[src/rtl/div_unit_if.sv]
// div_unit_if: request/response bundle between the execute stage and the divider.
// Latency: none, wires only.
// Backpressure: the requester must hold off while div_busy_o is high; starts are dropped then.
interface div_unit_if #(
    parameter int WIDTH = 32
);
    logic               div_sign;
    logic               div_start_i;
    logic               div_annul_i;
    logic [WIDTH-1:0]   div_op1;
    logic [WIDTH-1:0]   div_op2;
    logic               div_busy_o;
    logic               div_ready_o;
    logic [2*WIDTH-1:0] result;

    // Execute stage side
    modport master (
        output div_sign, div_start_i, div_annul_i, div_op1, div_op2,
        input  div_busy_o, div_ready_o, result
    );

    // Divider side
    modport slave (
        input  div_sign, div_start_i, div_annul_i, div_op1, div_op2,
        output div_busy_o, div_ready_o, result
    );
endinterface

[src/rtl/div_unit.sv]
// div_unit: iterative radix-2 restoring divider, signed/unsigned, result {rem, quo}.
// Latency: ready pulse 34 cycles after start is sampled (2 for divide-by-zero with DIV_BYZERO_FAST_EN).
// Backpressure: div_busy_o high while working; starts during busy are dropped, annul aborts.
// Build option: define DIV_BYZERO_FAST_EN to short-cut divide-by-zero through DIV_ZERO.
module div_unit #(
    parameter int WIDTH = 32
) (
    input  logic       clk,
    input  logic       resetn,
    div_unit_if.slave  bus
);
    localparam int CW = $clog2(WIDTH) + 1;

    typedef enum logic [1:0] {
        S_IDLE     = 2'd0,
        S_DIV_ON   = 2'd1,
        S_DIV_END  = 2'd2,
        S_DIV_ZERO = 2'd3
    } state_t;

    state_t             r_state;
    state_t             w_next;

    logic [WIDTH:0]     r_rem;      // partial remainder, one spare bit for the trial
    logic [WIDTH-1:0]   r_quo;      // dividend shifting out, quotient shifting in
    logic [WIDTH-1:0]   r_dvs;      // divisor magnitude
    logic [WIDTH-1:0]   r_op1_raw;  // untouched dividend for the divide-by-zero result
    logic               r_sign_q;
    logic               r_sign_r;
    logic [CW-1:0]      r_cnt;
    logic [2*WIDTH-1:0] r_result;
    logic               r_ready;

    logic               w_neg1;
    logic               w_neg2;
    logic [WIDTH-1:0]   w_abs1;
    logic [WIDTH-1:0]   w_abs2;
    logic               w_start;
    logic [WIDTH:0]     w_shift;
    logic [WIDTH+1:0]   w_trial;
    logic               w_ge;
    logic               w_last;
    logic [WIDTH-1:0]   w_rem_out;
    logic [WIDTH-1:0]   w_quo_out;
    logic [2*WIDTH-1:0] w_end_result;
    logic [2*WIDTH-1:0] w_zero_result;

    // Operand magnitudes; the most negative value maps onto itself and is then treated as unsigned.
    assign w_neg1  = bus.div_sign & bus.div_op1[WIDTH-1];
    assign w_neg2  = bus.div_sign & bus.div_op2[WIDTH-1];
    assign w_abs1  = w_neg1 ? -bus.div_op1 : bus.div_op1;
    assign w_abs2  = w_neg2 ? -bus.div_op2 : bus.div_op2;
    assign w_start = bus.div_start_i & ~bus.div_annul_i;

    // One restoring step: shift, trial-subtract, keep the trial if it did not go negative.
    assign w_shift = {r_rem[WIDTH-1:0], r_quo[WIDTH-1]};
    assign w_trial = {1'b0, w_shift} - {2'b00, r_dvs};
    assign w_ge    = ~w_trial[WIDTH+1];
    assign w_last  = (r_cnt == CW'(WIDTH - 1));

    assign w_rem_out     = r_sign_r ? -r_rem[WIDTH-1:0] : r_rem[WIDTH-1:0];
    assign w_quo_out     = r_sign_q ? -r_quo : r_quo;
    assign w_zero_result = {r_op1_raw, {WIDTH{1'b1}}};

`ifdef DIV_BYZERO_FAST_EN
    // Zero divisors never reach DIV_END in this build.
    assign w_end_result = {w_rem_out, w_quo_out};
`else
    logic r_zero;

    // Remember a zero divisor so DIV_END can substitute the fixed result.
    always_ff @(posedge clk) begin
        if (!resetn)
            r_zero <= 1'b0;
        else if (r_state == S_IDLE && w_start)
            r_zero <= (bus.div_op2 == '0);
    end

    assign w_end_result = r_zero ? w_zero_result : {w_rem_out, w_quo_out};
`endif

    // Next-state: annul in any working state drops straight back to IDLE.
    always_comb begin
        w_next = r_state;
        case (r_state)
            S_IDLE: begin
                if (w_start) begin
`ifdef DIV_BYZERO_FAST_EN
                    w_next = (bus.div_op2 == '0) ? S_DIV_ZERO : S_DIV_ON;
`else
                    w_next = S_DIV_ON;
`endif
                end
            end
            S_DIV_ON:   if (w_last) w_next = S_DIV_END;
            S_DIV_END:  w_next = S_IDLE;
            S_DIV_ZERO: w_next = S_IDLE;
            default:    w_next = S_IDLE;
        endcase
        if (r_state != S_IDLE && bus.div_annul_i)
            w_next = S_IDLE;
    end

    // State register.
    always_ff @(posedge clk) begin
        if (!resetn)
            r_state <= S_IDLE;
        else
            r_state <= w_next;
    end

    // Datapath: operand capture, iteration, and result/ready update.
    always_ff @(posedge clk) begin
        if (!resetn) begin
            r_rem     <= '0;
            r_quo     <= '0;
            r_dvs     <= '0;
            r_op1_raw <= '0;
            r_sign_q  <= 1'b0;
            r_sign_r  <= 1'b0;
            r_cnt     <= '0;
            r_result  <= '0;
            r_ready   <= 1'b0;
        end else begin
            r_ready <= 1'b0;
            case (r_state)
                S_IDLE: begin
                    if (w_start) begin
                        r_rem     <= '0;
                        r_quo     <= w_abs1;
                        r_dvs     <= w_abs2;
                        r_op1_raw <= bus.div_op1;
                        r_sign_q  <= w_neg1 ^ w_neg2;
                        r_sign_r  <= w_neg1;
                        r_cnt     <= '0;
                    end
                end
                S_DIV_ON: begin
                    r_rem <= w_ge ? w_trial[WIDTH:0] : w_shift;
                    r_quo <= {r_quo[WIDTH-2:0], w_ge};
                    r_cnt <= r_cnt + 1'b1;
                end
                S_DIV_END: begin
                    if (!bus.div_annul_i) begin
                        r_result <= w_end_result;
                        r_ready  <= 1'b1;
                    end
                end
                S_DIV_ZERO: begin
                    if (!bus.div_annul_i) begin
                        r_result <= w_zero_result;
                        r_ready  <= 1'b1;
                    end
                end
                default: ;
            endcase
        end
    end

    assign bus.div_busy_o  = (r_state != S_IDLE);
    assign bus.div_ready_o = r_ready;
    assign bus.result      = r_result;
endmodule

[src/flat_wrapper.sv]
// flat-port wrapper written by rule: the top's interface ports become plain ports
module div_unit_flat 
#(
    parameter int WIDTH = 32
)
  (clk, resetn, bus_div_sign, bus_div_start_i, bus_div_annul_i, bus_div_op1, bus_div_op2, bus_div_busy_o, bus_div_ready_o, bus_result);
  div_unit_if #(.WIDTH(WIDTH)) bus_i ();
  input  logic clk;
  input  logic resetn;
  input wire logic [$bits(bus_i.div_sign)-1:0] bus_div_sign;
  input wire logic [$bits(bus_i.div_start_i)-1:0] bus_div_start_i;
  input wire logic [$bits(bus_i.div_annul_i)-1:0] bus_div_annul_i;
  input wire logic [$bits(bus_i.div_op1)-1:0] bus_div_op1;
  input wire logic [$bits(bus_i.div_op2)-1:0] bus_div_op2;
  output wire logic [$bits(bus_i.div_busy_o)-1:0] bus_div_busy_o;
  output wire logic [$bits(bus_i.div_ready_o)-1:0] bus_div_ready_o;
  output wire logic [$bits(bus_i.result)-1:0] bus_result;
  assign bus_i.div_sign = bus_div_sign;
  assign bus_i.div_start_i = bus_div_start_i;
  assign bus_i.div_annul_i = bus_div_annul_i;
  assign bus_i.div_op1 = bus_div_op1;
  assign bus_i.div_op2 = bus_div_op2;
  assign bus_div_busy_o = bus_i.div_busy_o;
  assign bus_div_ready_o = bus_i.div_ready_o;
  assign bus_result = bus_i.result;
  div_unit #(.WIDTH(WIDTH)) u_core (.clk(clk), .resetn(resetn), .bus(bus_i));
endmodule
[config.mk]
export PLATFORM = sky130hd
export DESIGN_NAME = div_unit_flat
export DESIGN_NICKNAME = d
export VERILOG_FILES = /design/src/rtl/div_unit_if.sv /design/src/rtl/div_unit.sv /design/src/flat_wrapper.sv
export SDC_FILE = /design/constraint.sdc
export NUM_CORES = 1
export LEC_CHECK = 0
export ABC_AREA = 1
export CORE_MARGIN = 2
export CORE_UTILIZATION = 35
export DETAILED_ROUTE_END_ITERATION = 10
export DONT_BUFFER_PORTS = 1
export GPL_TIMING_DRIVEN = 0
export SKIP_LAST_GASP = 1
export SYNTH_ARGS = -nofsm -noshare
export SYNTH_HDL_FRONTEND = slang
export SYNTH_SLANG_ARGS = --single-unit
[constraint.sdc]
create_clock -name clk -period 5.1 [get_ports clk]
set_input_delay 1.53 -clock clk [delete_from_list [all_inputs] [get_ports clk]]
set_output_delay 1.53 -clock clk [all_outputs]
set_load 0.005 [all_outputs]
# ---- Word level (Yosys, flattened, before mapping)
# Index checks and enable logic that the tools add are counted.
dict set report op_classes {
  add_sub_neg 6
  eq_ne 8
  n_mux 19
  bitwise_logic 7
  n_reduce_logical 14
}
# cell count
set op_table {}
lappend op_table {{32-bit 2-to-1 mux} 7}
lappend op_table {{64-bit 2-to-1 mux} 3}
lappend op_table {{32-bit negation} 4}
lappend op_table {{32-bit one-hot mux with 2 select lines} 2}
lappend op_table {{64-bit one-hot mux with 2 select lines} 1}
lappend op_table {{33-bit by 32-bit subtractor with 34-bit output} 1}
lappend op_table {{32-bit logical NOT} 1}
lappend op_table {{6-bit one-hot mux with 2 select lines} 1}
lappend op_table {{2-bit AND reduction} 4}
lappend op_table {{6-bit by 1-bit adder with 6-bit output, second input constant} 1}
lappend op_table {{6-bit by 5-bit equality test with 1-bit output, second input constant} 1}
lappend op_table {{6-bit 2-to-1 mux} 1}
lappend op_table {{2-bit one-hot mux with 3 select lines} 1}
lappend op_table {{2-bit nonzero test} 3}
lappend op_table {{2-bit equality test, second input constant} 2}
lappend op_table {{2-bit 2-to-1 mux} 2}
lappend op_table {{2-bit by 1-bit inequality test with 1-bit output, second input constant} 2}
lappend op_table {{2-bit inequality test, second input constant} 2}
lappend op_table {{2-bit OR reduction} 2}
lappend op_table {{1-bit bitwise AND} 3}
lappend op_table {{1-bit inverter} 3}
lappend op_table {{3-bit AND reduction} 1}
lappend op_table {{2-bit by 1-bit equality test with 1-bit output, second input constant} 1}
lappend op_table {{1-bit logical AND} 2}
lappend op_table {{3 further kinds} 3}
dict set report word_totals {
  reg_bits 204
  input_bits 69
  out_inout_bits 66
  wordCells 65
}

# ---- Longest topological paths before layout
# Gate-level depths: netlist of run 1.
dict set report logic_depth {
  depth_word 5
  depth_mapped 16
}

# ---- Least setup slack after synthesis of run 1
# Ideal clock, no wire load.
dict set report synth_path {
  kind {input port to flip-flop}
  startpoint {input port bus_div_op2[0]}
  endpoint {register u_core.r_dvs[22]}
  setup_time_ns 0.115
  arrival_ns 2.752
  required_ns 4.985
  slack_ns 2.233
  cell_stages 10
  path_buffers 0
  path_cell_list {inv_1 -> ha_1 -> nand3_1 -> nor2_1 -> nand3_1 -> o21ai_2 -> nand2_1 -> xor2_1 -> o21ai_0 -> inv_1}
}
dict set report synth_via {
  elab_chain_cells 2
}
# element line_no
set synth_rtl {}
lappend synth_rtl {{start: declaration} flat_wrapper.sv:14} ;# input wire logic [$bits(bus_i.div_op2)-1:0] bus_div_op2;
lappend synth_rtl {{32-bit negation} div_unit.sv:52} ;# assign w_abs2 = w_neg2 ? -bus.div_op2 : bus.div_op2;
lappend synth_rtl {{32-bit 2-to-1 mux} div_unit.sv:52}
lappend synth_rtl {{end signal: assignment} div_unit.sv:131} ;# r_dvs <= w_abs2;
lappend synth_rtl {{end: declaration} div_unit.sv:26} ;# logic [WIDTH-1:0] r_dvs;
# No other way between the ends.
# A chain may end at the register's enable or synchronous reset.

# ---- Final worst setup path of run 1
dict set report layout_path {
  startpoint {input port bus_div_annul_i}
  endpoint {register u_core.r_op1_raw[0]}
}
dict set report layout_via {
  elab_chain_cells 3
}
# element line_no
set layout_rtl {}
lappend layout_rtl {{start: declaration} flat_wrapper.sv:12} ;# input wire logic [$bits(bus_i.div_annul_i)-1:0] bus_div_annul_i;
lappend layout_rtl {{1-bit inverter} div_unit.sv:53} ;# assign w_start = bus.div_start_i & ~bus.div_annul_i;
lappend layout_rtl {{1-bit bitwise AND} div_unit.sv:53}
lappend layout_rtl {{2-bit AND reduction (no line)} --}
lappend layout_rtl {{end signal: assignment} div_unit.sv:132} ;# r_op1_raw <= bus.div_op1;
lappend layout_rtl {{end: declaration} div_unit.sv:27} ;# logic [WIDTH-1:0] r_op1_raw;
# No other way between the ends.

==> results of run 1 <==
==> per-stage QoR <==
step                instances  hold WS, ps  util, %  setup WS, ps  cell area (µm²)
floorplan                2323          430        -          2230            14100
global placement         2848          444     37.1          1810            14700
detailed placement       2848          447     37.1          1810            14700
CTS                      2890          456     39.1          2370            15500
global route             2890          487     39.1          2140            15500
finish                   2890          459     39.1          2330            15500
==> per-layer routing <==
| metal | GRT usage [%] | share of wire (%) | vias up |
|---|---|---|---|
| li1 | - | - | 7500 |
| met1 | 32.3 | 42 | 6970 |
| met2 | 43.3 | 46 | 606 |
| met3 | 5.79 | 8.6 | 99 |
| met4 | 8.18 | 3.1 | 2 |
| met5 | 0 | 0.037 | - |
==> layout by cell type (no fill, tap or decap), types with 8 or more instances in the layout <==
cell,count
o211ai_1,22
ha_1,37
xnor2_1,16
dfxtp_1,204
clkbuf_1,64
a21oi_1,176
nand4_1,18
a31oi_1,16
clkbuf_16,25
inv_2,18
o21ai_0,117
nor2_1,222
buf_2,20
xor2_1,32
inv_1,375
nand2_1,616
nor3_1,21
nand3_1,188
a211oi_1,19
or2_2,8
o221ai_1,16
o22ai_1,21
o21ai_1,9
==> path summary, 6_finish.rpt <==
path / start / end / depth (start not counted)
worst min-delay path: u_core.r_op1_raw[16] / u_core.r_op1_raw[16] / 2
worst max register to register: u_core.r_quo[31] / u_core.r_rem[24] / 15
worst min register to register: u_core.r_op1_raw[16] / u_core.r_op1_raw[16] / 2
worst max-delay path: bus_div_annul_i / u_core.r_op1_raw[0] / 6
==> registers in the layout, summed over array words and instances, names as in the netlist <==
signal,count
u_core.r_sign_r,1
u_core.r_sign_q,1
u_core.r_quo,32
u_core.r_dvs,32
u_core.r_zero,1
u_core.r_rem,32
u_core.r_op1_raw,32
u_core.r_cnt,6
u_core.bus.result,64
u_core.bus.div_ready_o,1
u_core.r_state,2
==> critical path: cells and delay by family <==
kind,cells,cell delay (ps)
AOI/OAI and AO/OA,1,150
and+or+nand+nor,2,360
buffers and inverters,3,1210
==> layout make-up <==
type,instances,area [µm²],share of cell area (%)
inverter,395,1480,9.55
clock inverter,6,52.6,0.338
sequential,204,4080,26.3
buffer,92,423,2.72
clock buffer,36,727,4.68
tap,525,657,4.23
multi-input combinational,1632,8100,52.2
==> cell families (layout without fill, tap and decap cells) <==
family / after synthesis / count (layout)
flops: 204 / 204
xor+xnor: 48 / 48
compound gates: 421 / 421
simple gates: 1125 / 1125
buf+inv: 487 / 529
fa+ha+maj: 38 / 38
==> power breakdown <==
group	switching [µW]	internal, µW	leakage [µW]
Combinational	1230	580	0.00540
Sequential	78.4	1670	0.00166
Clock	731	989	0.000387
Total	2040	3240	0.00745
==> results by group, run 1 <==
Clock tree
  – CTS tree: done
  – Number of clock sinks: 204
  – Clock Latency Late Sink: 570 ps
  – Total CTS buffers: 25
  – Setup Buffers After CTS: 0
  – Worst-path clk slew: 60 ps
  – # hold bufs at CTS: 0
  – CTS root buffer: clkbuf_16
  – H-Tree Depth: 1
  – Clock Path Buffers: 3
  – Post-CTS sizing: 0

Setup path
  – Crit end category: flop
  – Max stage delay on crit path: 680 ps
  – Worst-path fanout max: 10
  – Slowest cell on the critical path: clkbuf_1
  – Worst-path cell chain: inv_1 -> nand3_1 -> clkbuf_1 -> clkbuf_1 -> nand2_1 -> a21oi_1
  – CP arrival: 3260 ps
  – Worst path most repeated cell: clkbuf_1
  – Kind of critical path: in2reg
  – Reg2reg setup slack: 2520 ps
  – CP Launch Type: input pin
  – Critical Path RT: 5590 ps

Synth
  – Commonest cells in the netlist: 616 x nand2_1, 375 x inv_1, 222 x nor2_1, 204 x dfxtp_1, 188 x nand3_1
  – Syn Nets: 2,430
  – Simple-Gate Fraction of Synth Area: 34.0%
  – Area contributors post-synth: dfxtp_1 29%, nand2_1 16%, inv_1 10%
  – Synth cell types: 53
  – Mux contribution to synthesized area: 0%
  – Synth Area in Adders: 3.43%
  – Most used flip-flop cell after synthesis: dfxtp_1
  – Avg Cell Area, Syn: 6.07 µm²
  – Cell area after synthesis: 0.0141 mm²
  – Yosys top cell area share: 29.0%
  – Yosys warns: 0
  – Synth Area in XOR/XNOR: 2.98%
  – Sequential fraction of the synthesis area: 29.0%
  – Synthesized instance count: 2,323
  – Synth Area in Compound Gates: 17.1%
  – Synthesized flop and latch total: 204
  – Synth area leader: dfxtp_1
  – EDFF count, synth: 0
  – Async set or reset register ratio after synthesis: 0%
  – Largest family of logic cells by synthesized area: simple AND/OR/NAND/NOR gates
  – Top-count cell post-synth: nand2_1

Global routing
  – Vias in the first global route: 14,500
  – Largest net degree at the start of global routing: 14
  – Tot GR Track Use: 25.7%
  – First-pass GRT wire length: 82,800 µm
  – Total grt overflow: 0
  – Initial antenna violation count: 2

Route
  – Initial DRC count: 1,348
  – 1st-pass router iterations: 6
  – Wire per inst: 18.9 µm
  – Final wirelength: 54,700 µm
  – Via density: 5.25
  – DRC Markers: 0
  – DR vias: 15,200
  – Final ANT Viol Nets: 0

Floorplanning
  – Row Count: 73
  – Chip width: 205 µm
  – Num ports: 135
  – Core Footprint: 0.0397 mm²
  – Initial Util: 35.5%
  – Die area: 0.0419 mm²
  – Die Span Y: 205 µm

STA
  – Post-layout min period: 2770 ps
  – # setup viols final: 0
  – Unrepaired setup endpoints after global routing: false
  – Final hold violation count: 0
  – Max Clk Rate: 0.361 GHz
  – Setup TNS: 0 ps
  – Max Slew Vio Count: 0
  – Crit share post-route: 54.4%
  – Max_slew headroom: 43.2%
  – Slew @ Worst Pin: 852 ps
  – Worst clock skew: 27.6 ps

Cells and area
  – Ant diodes: 0
  – Filler cell count: 4,409
  – Nets: 2,457
  – Area growth, synth to finish: 10.2%
  – Share of layout cells above drive strength 1: 5.29%

Run
  – Max-Cap Viols: 0

Placement
  – Post-DP HPWL: 44,300 µm
  – RePlAce Congestion: 0.941
  – PortBufs: 0

Pwr
  – Worst vdd ir: 0.000258 V
  – Power Dens Cells: 340 mW/mm²
  – Total power: 5280 µW
  – Leak: 0.00745 µW

Min path
  – Worst hold path type: reg2reg

Status
  – Status: finished clean
No activity file was read; power rests on OpenSTA's default activity.
==> run 2, diff against run 1 <==
clock period = 2.8 ns   (was 5.1 ns; I/O delays follow)
==> results of run 2 <==
Same layout as run 1 (identical final DEF). Status: finished clean.
Main changes from that run: setup slack after placement 1810 ps -> 201 ps; setup slack after layout 2330 ps -> 224 ps; hold slack 459 ps -> 443 ps; start point of the critical path bus_div_annul_i -> u_core.r_quo[31]; end point of the critical path u_core.r_op1_raw[0] -> u_core.r_rem[24]; register-to-register setup slack 2520 ps -> 220 ps; end point of the worst hold path u_core.r_op1_raw[16] -> u_core.r_quo[6]; total power 5280 µW -> 9610 µW; worst IR drop on VDD 0.000258 V -> 0.000471 V
